===== src/rtl/dff_arb_pkg.sv =====
// Shared types and reset constants for the round-robin DFF bank arbiter.
package dff_arb_pkg;

    typedef enum logic {
        StIdle  = 1'b0,
        StGrant = 1'b1
    } arb_state_e;

    localparam int unsigned Q_RST = 0;

    function automatic int unsigned idx_w(input int unsigned n);
        return (n > 1) ? $clog2(n) : 1;
    endfunction

    // Pointer resets to the last requester so requester 0 wins first.
    function automatic int unsigned ptr_rst(input int unsigned n);
        return n - 1;
    endfunction

endpackage


===== src/rtl/rr_priority_pick.sv =====
// Combinational round-robin picker: first set request after i_ptr, wrapping mod N.
module rr_priority_pick
    import dff_arb_pkg::*;
#(
    parameter int unsigned N  = 4,
    parameter int unsigned IW = idx_w(N)
) (
    input  logic [N-1:0]  i_req,
    input  logic [IW-1:0] i_ptr,
    output logic [N-1:0]  o_onehot,
    output logic [IW-1:0] o_idx,
    output logic          o_valid
);

    int unsigned w_pos;

    // Scan farthest-first so the closest candidate after i_ptr overwrites the rest.
    always_comb begin
        o_onehot = '0;
        o_idx    = '0;
        o_valid  = 1'b0;
        w_pos    = 0;
        for (int k = N; k >= 1; k--) begin
            w_pos = (int'(i_ptr) + k) % N;
            if (i_req[IW'(w_pos)]) begin
                o_onehot = N'(1) << w_pos;
                o_idx    = IW'(w_pos);
                o_valid  = 1'b1;
            end
        end
    end

endmodule


===== src/rtl/dff_bank_arbiter.sv =====
// Round-robin arbiter and write sequencer; sole writer of the shared WIDTH-bit register.
module dff_bank_arbiter
    import dff_arb_pkg::*;
#(
    parameter int unsigned N     = 4,
    parameter int unsigned WIDTH = 8,
    parameter int unsigned IW    = idx_w(N)
) (
    input  logic                 clk,
    input  logic                 rst_n,
    input  logic [N-1:0]         req,
    input  logic [N*WIDTH-1:0]   wdata,
    output logic [N-1:0]         gnt,
    output logic [N-1:0]         ack,
    output logic [WIDTH-1:0]     q,
    output logic [IW-1:0]        owner,
    output logic                 busy
);

    arb_state_e       r_state;
    logic [N-1:0]     r_gnt;
    logic [N-1:0]     r_ack;
    logic [WIDTH-1:0] r_q;
    logic [IW-1:0]    r_owner;
    logic [IW-1:0]    r_ptr;
    logic [IW-1:0]    r_win;

    logic [N-1:0]     w_pick_onehot;
    logic [IW-1:0]    w_pick_idx;
    logic             w_pick_valid;
    logic             w_req_win;
    logic [WIDTH-1:0] w_wdata_win;
    logic             w_commit;

    rr_priority_pick #(
        .N  (N),
        .IW (IW)
    ) u_pick (
        .i_req    (req),
        .i_ptr    (r_ptr),
        .o_onehot (w_pick_onehot),
        .o_idx    (w_pick_idx),
        .o_valid  (w_pick_valid)
    );

    always_comb begin
        w_req_win   = 1'b0;
        w_wdata_win = '0;
        for (int i = 0; i < N; i++) begin
            if (r_win == IW'(i)) begin
                w_req_win   = req[i];
                w_wdata_win = wdata[i*WIDTH +: WIDTH];
            end
        end
    end

    // A grant only commits if the winner still holds its request.
    assign w_commit = (r_state == StGrant) && w_req_win;

    always_ff @(posedge clk or negedge rst_n) begin
        if (!rst_n) begin
            r_state <= StIdle;
            r_gnt   <= '0;
            r_ack   <= '0;
            r_owner <= '0;
            r_ptr   <= IW'(ptr_rst(N));
            r_win   <= '0;
        end else begin
            r_ack <= '0;
            unique case (r_state)
                StIdle: begin
                    if (w_pick_valid) begin
                        r_gnt   <= w_pick_onehot;
                        r_win   <= w_pick_idx;
                        r_state <= StGrant;
                    end else begin
                        r_gnt <= '0;
                    end
                end
                StGrant: begin
                    r_gnt   <= '0;
                    r_state <= StIdle;
                    if (w_commit) begin
                        r_ack   <= r_gnt;
                        r_owner <= r_win;
                        r_ptr   <= r_win;
                    end
                end
                default: begin
                    r_gnt   <= '0;
                    r_state <= StIdle;
                end
            endcase
        end
    end

    // The shared register bank: plain DFFs with async clear.
    always_ff @(posedge clk or negedge rst_n) begin
        if (!rst_n) begin
            r_q <= WIDTH'(Q_RST);
        end else if (w_commit) begin
            r_q <= w_wdata_win;
        end
    end

    assign gnt   = r_gnt;
    assign ack   = r_ack;
    assign q     = r_q;
    assign owner = r_owner;
    assign busy  = (r_state == StGrant);

endmodule


===== config.mk =====
export PLATFORM = sky130hd
export DESIGN_NAME = dff_bank_arbiter
export DESIGN_NICKNAME = d
export VERILOG_FILES = /design/src/rtl/dff_arb_pkg.sv /design/src/rtl/rr_priority_pick.sv /design/src/rtl/dff_bank_arbiter.sv
export SDC_FILE = /design/constraint.sdc
export NUM_CORES = 1
export LEC_CHECK = 0
export ABC_CLOCK_PERIOD_IN_PS = 6300
export CAP_MARGIN = 20
export CELL_PAD_IN_SITES_DETAIL_PLACEMENT = 0
export CELL_PAD_IN_SITES_GLOBAL_PLACEMENT = 1
export CORE_ASPECT_RATIO = 0.8
export CORE_MARGIN = 5
export CORE_UTILIZATION = 35
export CTS_CLUSTER_DIAMETER = 30
export DETAILED_ROUTE_END_ITERATION = 10
export GPL_TIMING_DRIVEN = 0
export PLACE_DENSITY = 0.94
export SLEW_MARGIN = 20
export SYNTH_ARGS = -nofsm -noshare
export SYNTH_HDL_FRONTEND = slang
export SYNTH_SLANG_ARGS = --single-unit

===== constraint.sdc =====
create_clock -name clk -period 6.3 [get_ports clk]
set_input_delay 0.63 -clock clk [delete_from_list [all_inputs] [get_ports clk]]
set_output_delay 0.63 -clock clk [all_outputs]
set_load 0.01 [all_outputs]

[Word-level counts from Yosys, hierarchy flattened]
Index checks and enable logic that the tools add are counted.
Operators by class
  add/sub/neg operators: 4
  $lt $le $gt $ge: 4
  eq/ne operators: 3
  shift-type cells: 4
  muxes and demuxes: 34
  bitwise gates (word level): 1
  reductions and logical operators: 4
Operators with widths (count)
  8-bit two-way mux: 4
  4-bit two-way mux: 7
  1-bit by 2-bit left shift with 4-bit output (first input constant): 4
  1-bit two-way mux: 13
  2-bit by 3-bit less-than comparator with 1-bit output (second input constant): 4
  1-bit binary-select mux with 2-bit select: 4
  2-bit two-way mux: 4
  4-bit one-hot mux with 2 select lines: 1
  2-bit by 1-bit adder with 2-bit output (second input constant): 2
  2-bit adder (second input constant): 2
  2-bit == test (second input constant): 2
  2-bit AND reduction: 2
  2-bit by 1-bit == test with 1-bit output (second input constant): 1
  2-bit logical NOT: 1
  1-bit one-hot mux with 2 select lines: 1
  1-bit logical AND: 1
  1-bit NOT: 1
Storage, ports and cells
  register bits: 23
  bits of input ports: 38
  output and inout port bits: 19

[Longest topological paths before layout]
Gate-level depths: netlist of the first run.
  depth after elaboration: 9
  gate-level depth with buffers: 8
  depth with buffers taken out: 7

[Hierarchy]
From an unflattened synthesis of the first run, not the netlist that was laid out.
Second synthesis, totals
  cells, all modules: 135
  area, all modules: 1594.0 um2
Modules (own cells, without submodules)
  dff_bank_arbiter: instances 1, cells each 65, area each 1083.5 um2, seq. area each 578.1 um2
  rr_priority_pick: instances 1, cells each 70, area each 510.5 um2, seq. area each 0.0 um2

[Worst setup path before layout of the first run]
No wires, ideal clock.
  kind: register -> register
  start point: reg r_ptr[0]
  end point: reg r_win[0]
  setup time: 0.092 ns
  arrival time: 2.149 ns
  required time: 6.208 ns
  path slack: 4.059 ns
  cell stages (with the launch flop): 8
  path buffers: 2
  cell sequence: dfstp_2 > buf_6 > inv_1 > ha_1 > mux4_2 > buf_2 > o21a_1 > o31ai_2
Between the ends
  cells in the longest elaborated chain, start to end: 8
RTL lines
  start, declared: RTL line dff_bank_arbiter.sv:25  | logic [IW-1:0] r_ptr;
  start signal, assigned: RTL line dff_bank_arbiter.sv:66  | r_ptr <= IW'(ptr_rst(N));
  start signal, assigned: RTL line dff_bank_arbiter.sv:86  | r_ptr <= r_win;
  2-bit by 1-bit adder with 2-bit output: RTL line rr_priority_pick.sv:24  | w_pos = (int'(i_ptr) + k) % N;
  1-bit binary-select mux with 2-bit select: RTL line rr_priority_pick.sv:25  | if (i_req[IW'(w_pos)]) begin
  1-bit two-way mux (implied by the code): RTL line rr_priority_pick.sv:25
  1-bit two-way mux (4 in a row): RTL line rr_priority_pick.sv:25
  2-bit AND reduction (no source line)
  end signal, assigned: RTL line dff_bank_arbiter.sv:74  | r_win <= w_pick_idx;
  end, declared: RTL line dff_bank_arbiter.sv:26  | logic [IW-1:0] r_win;
Parallel ways exist; a longest one is shown, timed or not. The select of a mux whose other input is x is not followed.
A chain may end at the register's enable or synchronous reset.

[Worst setup path in the final report of the first run]
Same ends and word-level chain as after synthesis.

==> results.toml, run 1 <==
[placement]
place.gp.congestion = 0.818
hpwl_um = 2940
port_buffers = 56
post-place-ws_ns = 3.74

[grt]
met1_usage_pct = 17.4
grt_pass1_wl_um = 5940
gr-max-usage-layer = "met2"
grt_util_met3_pct = 4.27
grt_usage_pct = 14.3
first_global_vias = 1262
grt_max_degree = 24
met2_usage_pct = 25.7
antenna_found_initial = 0
overflow = 0

[detailed_routing]
drc = 0
routedWlPerCell_um = 15.7
num_vias = 1160
via_per_inst = 5.04
dr.pass1.iters = 4
wl_um = 3610
postRouteAntennaNets = 0
drt_iter0_markers = 75

[yosys]
netlist_area_sq_um = 1440
syn-num-nets = 159
syn_avg_cell_area_sq_um = 12.5
synth-simple-area-share_pct = 11.3
synthTopCellsByArea = "dfrtp_1 37%, mux4_2 19%, mux2_2 9.4%, ha_1 5.2%, dfstp_2 3.7%"
ys_seq_area_share_pct = 40.2
syn_inst = 115
yosysUniqueCellTypes = 32
synth_xor_area_share_pct = 0
yosysWarningCount = 0
synth_area_leader_cell = "dfrtp_1"
netlist.area_leader.share_pct = 36.6
synth_top_family_by_area = "multiplexers"
synth_mux_area_share_pct = 30.1
synth-compound-area-share_pct = 9.06
ys_seq_elements = 23
synth_fa_ha_area_share_pct = 5.23

[clock_tree]
cts_sinks = 23
cts_resized = 0
cts_root_buf = "clkbuf_8"
postCtsHoldBufs = 0
worstSkewPairLatency_ns = 0.26
cts_buffers = 3
cts_setup_buffers = 0
cts.clk_slew.worst_paths_ns = 0.08
cts_tree = "yes"
cts_buffer_depth = 2
h-tree-depth = 1

[final_layout]
final_nets = 220
diodes = 0
final_util_pct = 54.3
multi_input_area_sq_um = 800
area_growth_pct = 46.6
seqCellArea_sq_um = 578
drive_gt1_share_pct = 23.4
nFillCells = 345

[timing]
period_needed_ns = 2.45
hold_violations = 0
fmax_mhz = 408
final_max_slew_viol_count = 0
worst_slew_pin_slew_ns = 0.563
whs_ns = 0.329
clock_skew_ns = 0.00617
finalSetupTns_ns = 0
slew_headroom_pct = 62.4
timing.final.crit_share_pct = 38.9
rsz0062_at_grt = "no"
postLayoutSetupSlackWorst_ns = 3.85
setup_viol = 0

[setup_path]
worstPathRequired_ns = 6.47
path_class = "reg -> reg"
cp-end-kind = "flip-flop"
cp_max_fo = 10
reg2reg_slack_ns = 3.85
rr_worst_depth = 7
critical_path.slowest_cell = "dfstp_2"
cpPeakStageDelay_ns = 0.60
cp_cell_sequence = "buf_6, inv_1, ha_1, mux4_2, buf_2, o21a_1, o31ai_2"
r2r_start = "r_ptr[0]"
crit_arrival_ns = 2.62
crit_path_start_kind = "flip-flop"
worstReg2RegEnd = "r_win[0]"

[floorplan]
dieArea_sq_um = 5490
rows = 20
die_height_um = 67.3
core_area_sq_um = 3880
io_pins = 57
die_x_um = 81.6
floorplan.initialDensity_pct = 37.0

[power_and_ir_drop]
finalPower_uw = 993
p_leak_nw = 0.860
vdd_drop_max_uv = 188
power-per-cell-area_nw_per_um2 = 472

[hold_path]
hold_class = "in -> async"

[outcome]
status = "completed"

[job]
drv_cap = 0
layer usage:
| metal | vias to the layer above | part of all wire, % |
|---|---|---|
| met3 | 2 | 7.1 |
| li1 | 548 | - |
| met2 | 45 | 52 |
| met5 | - | 0 |
| met4 | 0 | 0.30 |
| met1 | 565 | 40 |
cell usage in the layout (no fill, tap or decap):
cell              n
o21ai_0           2
o21a_1            2
buf_6             2
and3_1            4
clkdlybuf4s50_1  55
and2b_1           1
mux4_1            1
dfrtp_1          21
o21ai_1           5
nor2_2            1
and2_4            1
o31ai_2           1
nor3_2            1
a21oi_1           2
clkinv_1          1
dfstp_2           2
buf_4             1
nor3_1            4
nand2_1          12
inv_1             3
a211oi_1          3
a211oi_2          1
o22ai_1           1
mux2_2           12
nand2b_1          1
mux4_2           12
a21o_2            1
clkbuf_8          3
clkbuf_1          2
ha_1              6
buf_2             3
nor2b_1           3
nor2_1            4
a22oi_1           1
stage by stage:
step | area [sq um] | cells
finish | 2110 | 230
global route | 2110 | 230
CTS | 2110 | 230
detailed placement | 2070 | 226
global placement | 2070 | 226
floorplan | 1440 | 115
power by group:
group / switching, mW / leakage, nW / internal, mW
Combinational: 0.281 / 0.554 / 0.350
Clock: 0.0448 / 0.0228 / 0.0451
Sequential: 0.0534 / 0.283 / 0.219
kinds of logic after synthesis:
family	count (synthesis)
and+or+nand+nor	32
muxes	25
DFF	23
AOI/OAI and AO/OA	19
buffers and inverters	10
adders and majority gates	6
area by class of cell:
class	instances	area share [%]
timing repair buffer	56	26.4
inverter	4	0.713
sequential	23	27.5
multi-input combinational	82	38.0
buffer	6	2.08
clock buffer	4	2.14
tap	55	3.27
state kept, by name, summed over array words and instances, names as in the netlist:
name   count
busy       1
r_win      2
gnt        4
owner      2
q          8
ack        4
r_ptr      2
how the worst max path moves through the flow:
stage | slack [ns] | start | endpoint | cells past startpoint
2_1_floorplan | 4.06 | r_ptr[0] | r_win[0] | 7
3_3_place_gp | 3.77 | req[3] | q[4] | 5
3_5_place_dp | 3.74 | req[1] | q[6] | 5
4_1_cts | 3.84 | r_ptr[0] | r_win[0] | 7
5_1_grt | 3.74 | r_ptr[0] | r_win[0] | 7
6_report | 3.85 | r_ptr[0] | r_win[0] | 7
cells in the mapped netlist, drive strengths merged:
cell     n
inv      3
and3     4
o21a     2
a21o     1
o31ai    1
a211oi   4
and2     1
nor2b    3
o22ai    1
a22oi    1
nand2   12
a21oi    2
mux2    12
nor2     5
nor3     5
o21ai    7
clkbuf   1
buf      5
dfstp    2
clkinv   1
ha       6
nand2b   1
mux4    13
dfrtp   21
and2b    1
critical path: cells and delay by family (launching register included):
family                     cells  cell delay [ns]
adders and majority gates      1             0.39
buffers and inverters          3             0.44
DFF                            1             0.60
AOI/OAI and AO/OA              2             0.40
muxes                          1             0.53
No activity file was read; power rests on OpenSTA's default activity.
==> run 2, diff against run 1 <==
Settings changed: ABC_CLOCK_PERIOD_IN_PS 6300 to 2200, CORE_UTILIZATION 35 to 30, PLACE_DENSITY 0.94 to 0.87.
Clock period 6.3 ns to 2.2 ns, I/O delays scaled along.
==> run 2 against run 1 <==
Net effect:
- routed wire length is 6.3% higher
- flip-flop and latch count did not move
- fmax rose by 13%
- non-clock buffer count increased by 9
- first-iteration DRC count shrank 43%
- register-to-register slack got worse by 3.8 ns
- sequential power grew to 2.7 times the previous value
- sequential share of layout area decreased by 1.4 points
- critical path type unchanged
- largest cell class unchanged
==> results.toml, run 2 (same netlist as run 1, synthesis figures left out) <==
[outcome]
status = "completed"

[floorplan]
core_area_sq_um = 4620
die_x_um = 87.4
rows = 22
die_height_um = 71.9
io_pins = 57
dieArea_sq_um = 6280
floorplan.initialDensity_pct = 31.1

[setup_path]
rr_worst_depth = 7
cp-end-kind = "flip-flop"
crit_family = "flip-flops"
critical_path.slowest_cell = "dfstp_2"
crit_arrival_ns = 2.31
worst-path-stages = 7
cp_cell_sequence = "clkinvlp_4, ha_4, mux4_2, buf_6, buf_2, a211oi_2, nor3_2"
worstPathRequired_ns = 2.35
path_class = "reg -> reg"
cp_max_fo = 6
crit_path_start_kind = "flip-flop"
cpPeakStageDelay_ns = 0.59
critPathBufInv = 3

[final_layout]
final_area_sq_um = 2220
diodes = 0
final_common_cell = "clkdlybuf4s50_1"
area_growth_pct = 54.4
multi_input_area_sq_um = 818
drive_gt1_share_pct = 29.9
nFillCells = 427
final_nets = 229
largest_register_ffs = 8
final_cell_mix = "55 x clkdlybuf4s50_1, 21 x dfrtp_1, 13 x mux4_2, 12 x nand2_1, 12 x mux2_2"
seqCellArea_sq_um = 578

[clock_tree]
cts_tree = "yes"
cts_root_buf = "clkbuf_8"
cts_buffers = 3
h-tree-depth = 1
cts_sinks = 23
cts_buffer_depth = 2
cts.clk_slew.worst_paths_ns = 0.08
worstSkewPairLatency_ns = 0.26

[grt]
grt_util_met3_pct = 3.75
grt_max_degree = 24
gr-max-usage-layer = "met2"
antenna_found_initial = 0
first_global_vias = 1212
met2_usage_pct = 19.6
grt_pass1_wl_um = 6170
met1_usage_pct = 17.6
overflow = 0
grt_usage_pct = 12.5

[timing]
timing.final.crit_share_pct = 98.3
slew_headroom_pct = 59.3
rsz0062_at_grt = "yes"
period_needed_ns = 2.16
finalSetupTns_ns = 0
worst_slew_pin_slew_ns = 0.610
whs_ns = 0.451
clock_skew_ns = 0.00375
hold_violations = 0
final_max_slew_viol_count = 0
setup_viol = 0
fmax_mhz = 463

[detailed_routing]
postRouteAntennaNets = 0
drt_iter0_markers = 43
routedWlPerCell_um = 15.7
wl_um = 3840
drc = 0
num_vias = 1175
dr.pass1.iters = 6
via_per_inst = 4.82

[placement]
hpwl_um = 3030
place.gp.congestion = 0.779
placed_area_sq_um = 2080
port_buffers = 56

[hold_path]
hold_class = "in -> async"

[job]
drv_cap = 0

[power_and_ir_drop]
p_leak_nw = 0.902
vdd_drop_max_uv = 634
power-per-cell-area_nw_per_um2 = 1410
==> run 2: final timing paths <==
kind	endpoint	slack [ns]	startpoint
worst min register to register	q[7]	0.51	q[7]
max in group asynchronous	r_ptr[0]	1.38	rst_n
worst max-delay path	gnt[2]	0.04	r_ptr[0]
min in group clk	q[7]	0.51	q[7]
worst max register to register	gnt[2]	0.04	r_ptr[0]
worst min-delay path	q[4]	0.45	rst_n
==> run 2: power breakdown <==
group,internal [mW],switching (mW),total (mW)
logic,1.19,0.927,2.12
clock network,0.126,0.129,0.256
registers,0.625,0.120,0.745
==> run 2: metal layers <==
layer  wire, um  vias to the layer above  share of wire (%)
met2       1820                       32                 47
met1       1750                      574                 46
met5          0                        -                  0
li1           -                      565                  -
met4         40                        0                1.0
met3        233                        4                6.1
==> run 2: stage by stage <==
stage	power (mW)	setup slack [ns]	utilization, %	std cells
after CTS	3.00	0.00292	46.9	239
after detailed placement	2.65	-0.157	45.1	231
after global routing	3.36	-0.0563	48.0	244
after floorplan	2.03	0.0194	-	115
final	3.12	0.0382	48.0	244
after global placement	2.63	-0.192	45.1	231
==> run 2: layout make-up <==
type | instances | area share [%]
buffer | 5 | 1.75
clock buffer | 3 | 1.86
clock inverter | 1 | 0.226
inverter | 4 | 0.846
multi-input combinational | 82 | 36.9
sequential | 23 | 26.1
tap | 60 | 3.38
timing repair buffer | 66 | 29.0
==> run 2: what timing repair did <==
item,CTS,global route
pin swaps,0,4
endpoints found under the setup margin,7,7
gates resized for setup,3,4
setup buffers,4,5
hold buffers,0,1
hold endpoints to repair,0,21
